File: config.mk
export PLATFORM = sky130hd
export DESIGN_NAME = mux3_rr_arbiter_flat
export DESIGN_NICKNAME = d
export VERILOG_FILES = /design/src/rtl/mux3_rr_arbiter_if.sv /design/src/rtl/mux3_rr_arbiter.sv /design/src/flat_wrapper.sv
export SDC_FILE = /design/constraint.sdc
export NUM_CORES = 1
export LEC_CHECK = 0
export CORE_UTILIZATION = 50
export CTS_BUF_LIST = sky130_fd_sc_hd__clkbuf_2 sky130_fd_sc_hd__clkbuf_4 sky130_fd_sc_hd__clkbuf_8
export DETAILED_ROUTE_END_ITERATION = 12
export GPL_TIMING_DRIVEN = 1
export PLACE_DENSITY = 0.84
export SYNTH_ARGS = -nofsm -noshare
export SYNTH_HDL_FRONTEND = slang
export SYNTH_SLANG_ARGS = --single-unit
File: constraint.sdc
create_clock -name clk -period 1.9 [get_ports clk]
set_clock_uncertainty 0.15 [all_clocks]
set_input_delay 0.19 -clock clk [delete_from_list [all_inputs] [get_ports clk]]
set_output_delay 0.19 -clock clk [all_outputs]
set_load 0.02 [all_outputs]
File: src/rtl/mux3_rr_arbiter_if.sv
// ============================================================================
//  Module      : mux3_rr_arbiter_if
//  Description : Request/grant/select bundle between three requesters and the
//                round-robin arbiter that steers a shared 3:1 mux.
//  Revision    : 1.0  initial release
// ============================================================================
`default_nettype none

interface mux3_rr_arbiter_if;
    logic [2:0] req;
    logic [2:0] gnt;
    logic       s0;
    logic       s1;
    logic       busy;

    // Requester side: raises requests, observes grants and mux selects.
    modport master (
        output req,
        input  gnt,
        input  s0,
        input  s1,
        input  busy
    );

    // Arbiter side.
    modport slave (
        input  req,
        output gnt,
        output s0,
        output s1,
        output busy
    );
endinterface

`default_nettype wire

File: src/rtl/mux3_rr_arbiter.sv
// ============================================================================
//  Module      : mux3_rr_arbiter
//  Description : Round-robin arbiter for three requesters sharing one 3:1 mux.
//                Holds a grant while requested, preempts after MAX_HOLD cycles
//                when someone else waits, and drives the mux selects directly
//                (s0=1 -> i1, s1=1 -> i2, both 0 -> i0 or idle).
//                MAX_HOLD must lie in 1..15 (4-bit hold counter).
//  Revision    : 1.0  initial release
// ============================================================================
`default_nettype none

module mux3_rr_arbiter #(
    parameter int MAX_HOLD = 4
) (
    input  wire logic           clk,
    input  wire logic           rst_n,
    mux3_rr_arbiter_if.slave    bus
);

    localparam logic [3:0] HOLD_LIMIT = 4'(MAX_HOLD);

    typedef enum logic [0:0] {
        ST_IDLE  = 1'b0,
        ST_GRANT = 1'b1
    } state_t;

    state_t     r_state;
    logic [1:0] r_last;      // current owner while granting, else previous owner
    logic [3:0] r_hold_cnt;
    logic [2:0] r_gnt;
    logic       r_s0;
    logic       r_s1;
    logic       r_busy;

    logic [2:0] w_req;
    logic [2:0] w_owner_mask;
    logic       w_others;
    logic [1:0] w_idx1;
    logic [1:0] w_idx2;
    logic [1:0] w_pick;
    logic       w_grant_now;
    logic       w_go_idle;

    // Pick the next requester after r_last in 0->1->2->0 order and decide
    // whether this edge issues a new grant, releases to idle, or holds.
    always_comb begin
        w_req        = bus.req;
        w_owner_mask = 3'b001 << r_last;
        w_others     = |(w_req & ~w_owner_mask);
        w_idx1       = (r_last == 2'd2) ? 2'd0 : r_last + 2'd1;
        w_idx2       = (w_idx1 == 2'd2) ? 2'd0 : w_idx1 + 2'd1;
        // r_last itself is the last candidate, which only matters from IDLE.
        if (w_req[w_idx1])
            w_pick = w_idx1;
        else if (w_req[w_idx2])
            w_pick = w_idx2;
        else
            w_pick = r_last;

        w_grant_now = 1'b0;
        w_go_idle   = 1'b0;
        unique case (r_state)
            ST_IDLE: begin
                w_grant_now = |w_req;
            end
            ST_GRANT: begin
                if (!w_req[r_last]) begin
                    // Owner released: hand over without a bubble if possible.
                    w_grant_now = |w_req;
                    w_go_idle   = ~(|w_req);
                end else if ((r_hold_cnt == HOLD_LIMIT) && w_others) begin
                    w_grant_now = 1'b1;
                end
            end
            default: ;
        endcase
    end

    // Arbitration state and registered grant/select outputs.
    always_ff @(posedge clk or negedge rst_n) begin
        if (!rst_n) begin
            r_state    <= ST_IDLE;
            r_last     <= 2'd2;
            r_hold_cnt <= 4'd0;
            r_gnt      <= 3'b000;
            r_s0       <= 1'b0;
            r_s1       <= 1'b0;
            r_busy     <= 1'b0;
        end else if (w_grant_now) begin
            r_state    <= ST_GRANT;
            r_last     <= w_pick;
            r_hold_cnt <= 4'd1;
            r_gnt      <= 3'b001 << w_pick;
            r_s0       <= (w_pick == 2'd1);
            r_s1       <= (w_pick == 2'd2);
            r_busy     <= 1'b1;
        end else if (w_go_idle) begin
            r_state    <= ST_IDLE;
            r_hold_cnt <= 4'd0;
            r_gnt      <= 3'b000;
            r_s0       <= 1'b0;
            r_s1       <= 1'b0;
            r_busy     <= 1'b0;
        end else if ((r_state == ST_GRANT) && (r_hold_cnt != HOLD_LIMIT)) begin
            r_hold_cnt <= r_hold_cnt + 4'd1;
        end
    end

    assign bus.gnt  = r_gnt;
    assign bus.s0   = r_s0;
    assign bus.s1   = r_s1;
    assign bus.busy = r_busy;

endmodule

`default_nettype wire

File: src/flat_wrapper.sv
// flat-port wrapper written by rule: the top's interface ports become plain ports
module mux3_rr_arbiter_flat 
#(
    parameter int MAX_HOLD = 4
)
  (clk, rst_n, bus_req, bus_gnt, bus_s0, bus_s1, bus_busy);
  mux3_rr_arbiter_if bus_i ();
  input  wire logic clk;
  input  wire logic rst_n;
  input wire logic [$bits(bus_i.req)-1:0] bus_req;
  output wire logic [$bits(bus_i.gnt)-1:0] bus_gnt;
  output wire logic [$bits(bus_i.s0)-1:0] bus_s0;
  output wire logic [$bits(bus_i.s1)-1:0] bus_s1;
  output wire logic [$bits(bus_i.busy)-1:0] bus_busy;
  assign bus_i.req = bus_req;
  assign bus_gnt = bus_i.gnt;
  assign bus_s0 = bus_i.s0;
  assign bus_s1 = bus_i.s1;
  assign bus_busy = bus_i.busy;
  mux3_rr_arbiter #(.MAX_HOLD(MAX_HOLD)) u_core (.clk(clk), .rst_n(rst_n), .bus(bus_i));
endmodule
### Yosys cells after proc, flatten, opt, wreduce, memory -nomap -nowiden

Index checks and enable logic that the tools add are counted.

* register bits after elaboration: 12
* bits of input ports: 5
* output and inout bits: 6
* logic and storage cells: 54

* add/sub/neg operators: 3
* order comparisons: 3
* equal/unequal tests: 6
* shift operators: 2
* muxes and demuxes: 24
* bitwise logic cells: 4
* reduce and logical (&&, ||, !) cells: 6

Operator list (number)
* $mux 4: 3
* $mux 1: 11
* $lt 2x3->1 const B: 3
* $mux 2: 4
* $bmux 1 s2: 3
* $eq 2x2->1 const B: 3
* $mux 3: 2
* $reduce_or 3->1: 2
* $shl 1x2->3 const A: 2
* $add 2x1->2 const B: 2
* $add 4x1->4 const B: 1
* $eq 4x3->1 const B: 1
* $ne 4x3->1 const B: 1
* $and 3x3->3: 1
* $not 3->3: 1
* $reduce_bool 3->1: 1
* $eq 2x1->1 const B: 1
* $logic_and 1x1->1: 2
* $not 1->1: 2
* $pmux 1 s2: 1
* $reduce_bool 2->1: 1

### Logic depth before layout (Yosys ltp)

* depth after elaboration: 10
* depth in mapped cells: 7
* gate-level depth less buffers: 6

### Worst setup path before layout

No wires, ideal clock.

* path kind: register -> register
* from: reg u_core.r_hold_cnt[0]
* to: reg u_core.r_gnt[0], in the netlist u_core.bus.gnt[0]
* setup time: 0.126 ns
* data arrival time: 1.617 ns
* path slack: 0.007 ns
* cell stages (with the launch flop): 8
* path buffers: 1
* path through: dfrtp_1 inv_1 ha_1 nand3b_2 buf_6 o2111ai_4 a31oi_4 a221o_1

* cells in the longest elaborated chain, start to end: 6
* elaborated cells on any way between the ends: 7

RTL lines
* start, declared: RTL line mux3_rr_arbiter.sv:29 `logic [3:0] r_hold_cnt;`
* start signal, assigned: RTL line mux3_rr_arbiter.sv:105 `r_hold_cnt <= r_hold_cnt + 4'd1;`
* $eq 4x3->1 (*): RTL line mux3_rr_arbiter.sv:71 `end else if ((r_hold_cnt == HOLD_LIMIT) && w_others) begin`
* $logic_and 1x1->1 (*): RTL line mux3_rr_arbiter.sv:71
* $mux 1 (*): RTL line mux3_rr_arbiter.sv:71
* $mux 1 (*): RTL line mux3_rr_arbiter.sv:67 `if (!w_req[r_last]) begin`
* $pmux 1 s2 (*): RTL line mux3_rr_arbiter.sv:62 `unique case (r_state)`
* $mux 3 / $reduce_bool 2->1 (equally long branches)
* end signal, assigned: RTL line mux3_rr_arbiter.sv:93 `r_gnt <= 3'b001 << w_pick;`
* end, declared: RTL line mux3_rr_arbiter.sv:30 `logic [2:0] r_gnt;`

Mark *: on every way between the ends. The rest lies on a longest branch, timed or not.
A chain may end at the register's enable or synchronous reset.

### Worst setup path in the final report

* from: reg u_core.r_hold_cnt[1]
* to: reg u_core.r_gnt[2], in the netlist u_core.bus.gnt[2]

Same word-level chain as after synthesis.

==> flow_summary.json <==
{
  "clkTransAtPathRegs_ns": 0.07,
  "fin_util_pct": 76.2,
  "wl_per_cell_um": 17.7,
  "drive_above_1_share_pct": 35.0,
  "synthAdderAreaFrac_pct": 3.00,
  "ant_nets": 0,
  "place_inst": 125,
  "dp_hpwl_um": 1610,
  "drv_cap": 0,
  "syn_to_final_growth_pct": 39.3,
  "finalHoldViolCount": 0,
  "path_class": "reg -> reg",
  "dieHeight_um": 42.8,
  "drt-initial-drc-count": 51,
  "period_minus_slack_ns": 1.94,
  "synth_compound_area_share_pct": 36.8,
  "grt_overflow": 0,
  "clkPwrFrac_pct": 12.5,
  "hold_buffers": 0,
  "power.density_nw_per_um2": 1320,
  "intPower_mw": 0.878,
  "grt_pass1_wl_um": 3770,
  "yosysTopAreaCell": "dfrtp_1",
  "combPwrFrac_pct": 60.5,
  "netSwitchingFraction_pct": 42.6,
  "grt_usage_pct": 27.1,
  "status": "finished with violations",
  "critPathLaunchType": "flop",
  "die_x_um": 42.8,
  "drtPass1Iterations": 4,
  "synth_cells": 90,
  "antenna_found_initial": 0,
  "nets": 125,
  "drc_errors": 0,
  "async_flop_share_pct": 100,
  "synthTopCellsByCount": "dfrtp_1, nor2_1, inv_1, nand2_1, o21ai_0",
  "synth_top_area_share_pct": 27.0,
  "place_congestion": 0.883,
  "cts_tree": "done",
  "synth-seq-area-share_pct": 30.2,
  "fin_crit_sh_pct": 102,
  "synth_cell_types": 43,
  "ys_ff_latch": 10,
  "grt_max_degree": 11,
  "stdcell_area_um2": 1160,
  "fin_ws_ns": -0.0369,
  "instances_no_fill": 133,
  "maxSlewViolCount": 0,
  "vias_per_cell": 6.74,
  "dpl_cell_area_um2": 1040,
  "violations": "negative setup slack",
  "dieArea_um2": 1830,
  "ir_worst_vdd_v": 0.000734,
  "grt_pass1_vias": 815,
  "regArea_um2": 251,
  "path_max_fanout": 7,
  "synth_mux_area_share_pct": 1.20,
  "p_seq_share_pct": 27.0,
  "ys.flop_type": "dfrtp_1",
  "ctsHtreeMaxLevel": 1,
  "syn_nets": 97,
  "root_buffer": "clkbuf_4",
  "max-slew-margin-rel_pct": 71.0,
  "fmax_mhz": 516,
  "synth_area_um2": 833,
  "ios": 11,
  "synth_edf_count": 0,
  "p_sw_mw": 0.652,
  "wirelength_um": 2350,
  "avgSynthCellArea_um2": 9.26,
  "cp-end-kind": "flop",
  "synth_top_family_by_area": "compound AO/OA/AOI/OAI gates",
  "critPathRequiredTime_ns": 1.89,
  "cellLeakagePower_nw": 0.499,
  "portBuffers": 10,
  "cts_max_path_buffers": 2,
  "vias": 896,
  "synthTopCellsByArea": "dfrtp_1, nor2_1, a221o_1",
  "fillers": 116,
  "rows": 14,
  "setup_viol": 4,
  "critPathArrivalTime_ns": 1.93,
  "numCtsBuffers": 3,
  "core_um2": 1520,
  "clk_latency_ns": 0.27,
  "tightest_slew_ns": 0.433,
  "start_util_pct": 54.7,
  "yosysWarnings": 0,
  "synthSimpleGateAreaFrac_pct": 19.8,
  "diodes": 0,
  "rsz0062_at_grt": "true",
  "multiInputGateArea_um2": 562,
  "hold_path.class": "in -> async",
  "cts.sinks": 10,
  "synth_xor_xnor_area_share_pct": 0
}
-- cells by family after synthesis --
logic type / after synthesis
compound gates: 33
fa+ha+maj: 2
buf+inv: 15
flops: 10
mux: 1
simple gates: 29
-- what timing repair did --
action | CTS | global route
setup endpoints to repair | 9 | 8
buffers inserted | 0 | 4
pin swaps | 2 | 7
resized for setup | 5 | 5
-- metal layers --
metal | track usage (%) | part of all wire, % | wire length [µm]
met4 | 9.38 | 2.6 | 62
met2 | 41.8 | 46 | 1080
met3 | 1.28 | 8.0 | 189
met1 | 40.1 | 43 | 1020
met5 | 0 | 0 | 0
-- final timing paths --
kind / start / endpoint / slack, ns / cells past startpoint
hold / removal: rst_n / u_core.bus.busy$_DFFE_PN0P_ / 0.07 / 1
min in group clk: u_core.bus.gnt[0]$_DFFE_PN0P_ / u_core.bus.gnt[0]$_DFFE_PN0P_ / 0.42 / 1
setup / recovery: u_core.r_hold_cnt[1]$_DFFE_PN0P_ / u_core.bus.gnt[2]$_DFFE_PN0P_ / -0.04 / 6
setup reg to reg: u_core.r_hold_cnt[1]$_DFFE_PN0P_ / u_core.bus.gnt[2]$_DFFE_PN0P_ / -0.04 / 6
max in group asynchronous: rst_n / u_core.r_last[1]$_DFFE_PN1P_ / 1.18 / 1
hold reg to reg: u_core.bus.gnt[0]$_DFFE_PN0P_ / u_core.bus.gnt[0]$_DFFE_PN0P_ / 0.42 / 1
-- state kept, by name, indices dropped and copies added, names as in the netlist --
name               count
u_core.bus.busy        1
u_core.r_hold_cnt      4
u_core.r_last          2
u_core.bus.gnt         3
-- final cells by class --
| type | count | area share (%) |
|---|---|---|
| multi-input cells | 65 | 48.4 |
| repair buffers | 32 | 23.2 |
| flip-flops and latches | 10 | 21.7 |
| clock buffers | 4 | 3.13 |
| inverters | 6 | 1.94 |
| well taps | 16 | 1.72 |
-- through the flow --
| stage | hold WS [ns] | power [mW] | setup TNS, ns | worst slack, ns |
|---|---|---|---|---|
| floorplan | -0.256 | 0.897 | 0 | 0.00734 |
| CTS | 0.0807 | 1.42 | 0 | 0.00623 |
| global route | 0.126 | 1.61 | -0.339 | -0.0696 |
| finish | 0.0749 | 1.53 | -0.113 | -0.0369 |
| detailed placement | 0.368 | 1.18 | -0.361 | -0.0968 |
| global placement | 0.366 | 1.15 | -0.0967 | -0.0577 |
-- power groups by stage --
stage / sequential (mW) / clock [mW] / combinational (mW)
global placement: 0.397 / 0 / 0.753
floorplan: 0.376 / 0 / 0.521
global route: 0.426 / 0.203 / 0.985
finish: 0.414 / 0.191 / 0.926
CTS: 0.405 / 0.192 / 0.823
detailed placement: 0.402 / 0 / 0.776
-- layout by cell type, fill, tap and decap left out, types with 2 or more instances in the layout --
cell / n
a21oi_1: 2
a221o_1: 3
a31oi_1: 2
a32oi_1: 2
and3_1: 3
buf_4: 21
clkbuf_4: 3
clkdlybuf4s50_1: 10
dfrtp_1: 9
inv_1: 2
inv_2: 4
nand2_1: 4
nand2b_1: 2
nand3_1: 3
nor2_1: 9
o2111a_1: 2
o2111ai_4: 2
o211ai_1: 3
o21ai_0: 4
o21ai_1: 2
-- critical path, cell delays in order (launching register included) --
cell,delay [ns]
dfrtp_1,0.40
inv_2,0.10
ha_4,0.16
nand3b_4,0.17
o2111ai_4,0.35
a31oi_4,0.15
a221o_1,0.33
Note: power is estimated with default switching activity, not from simulation.
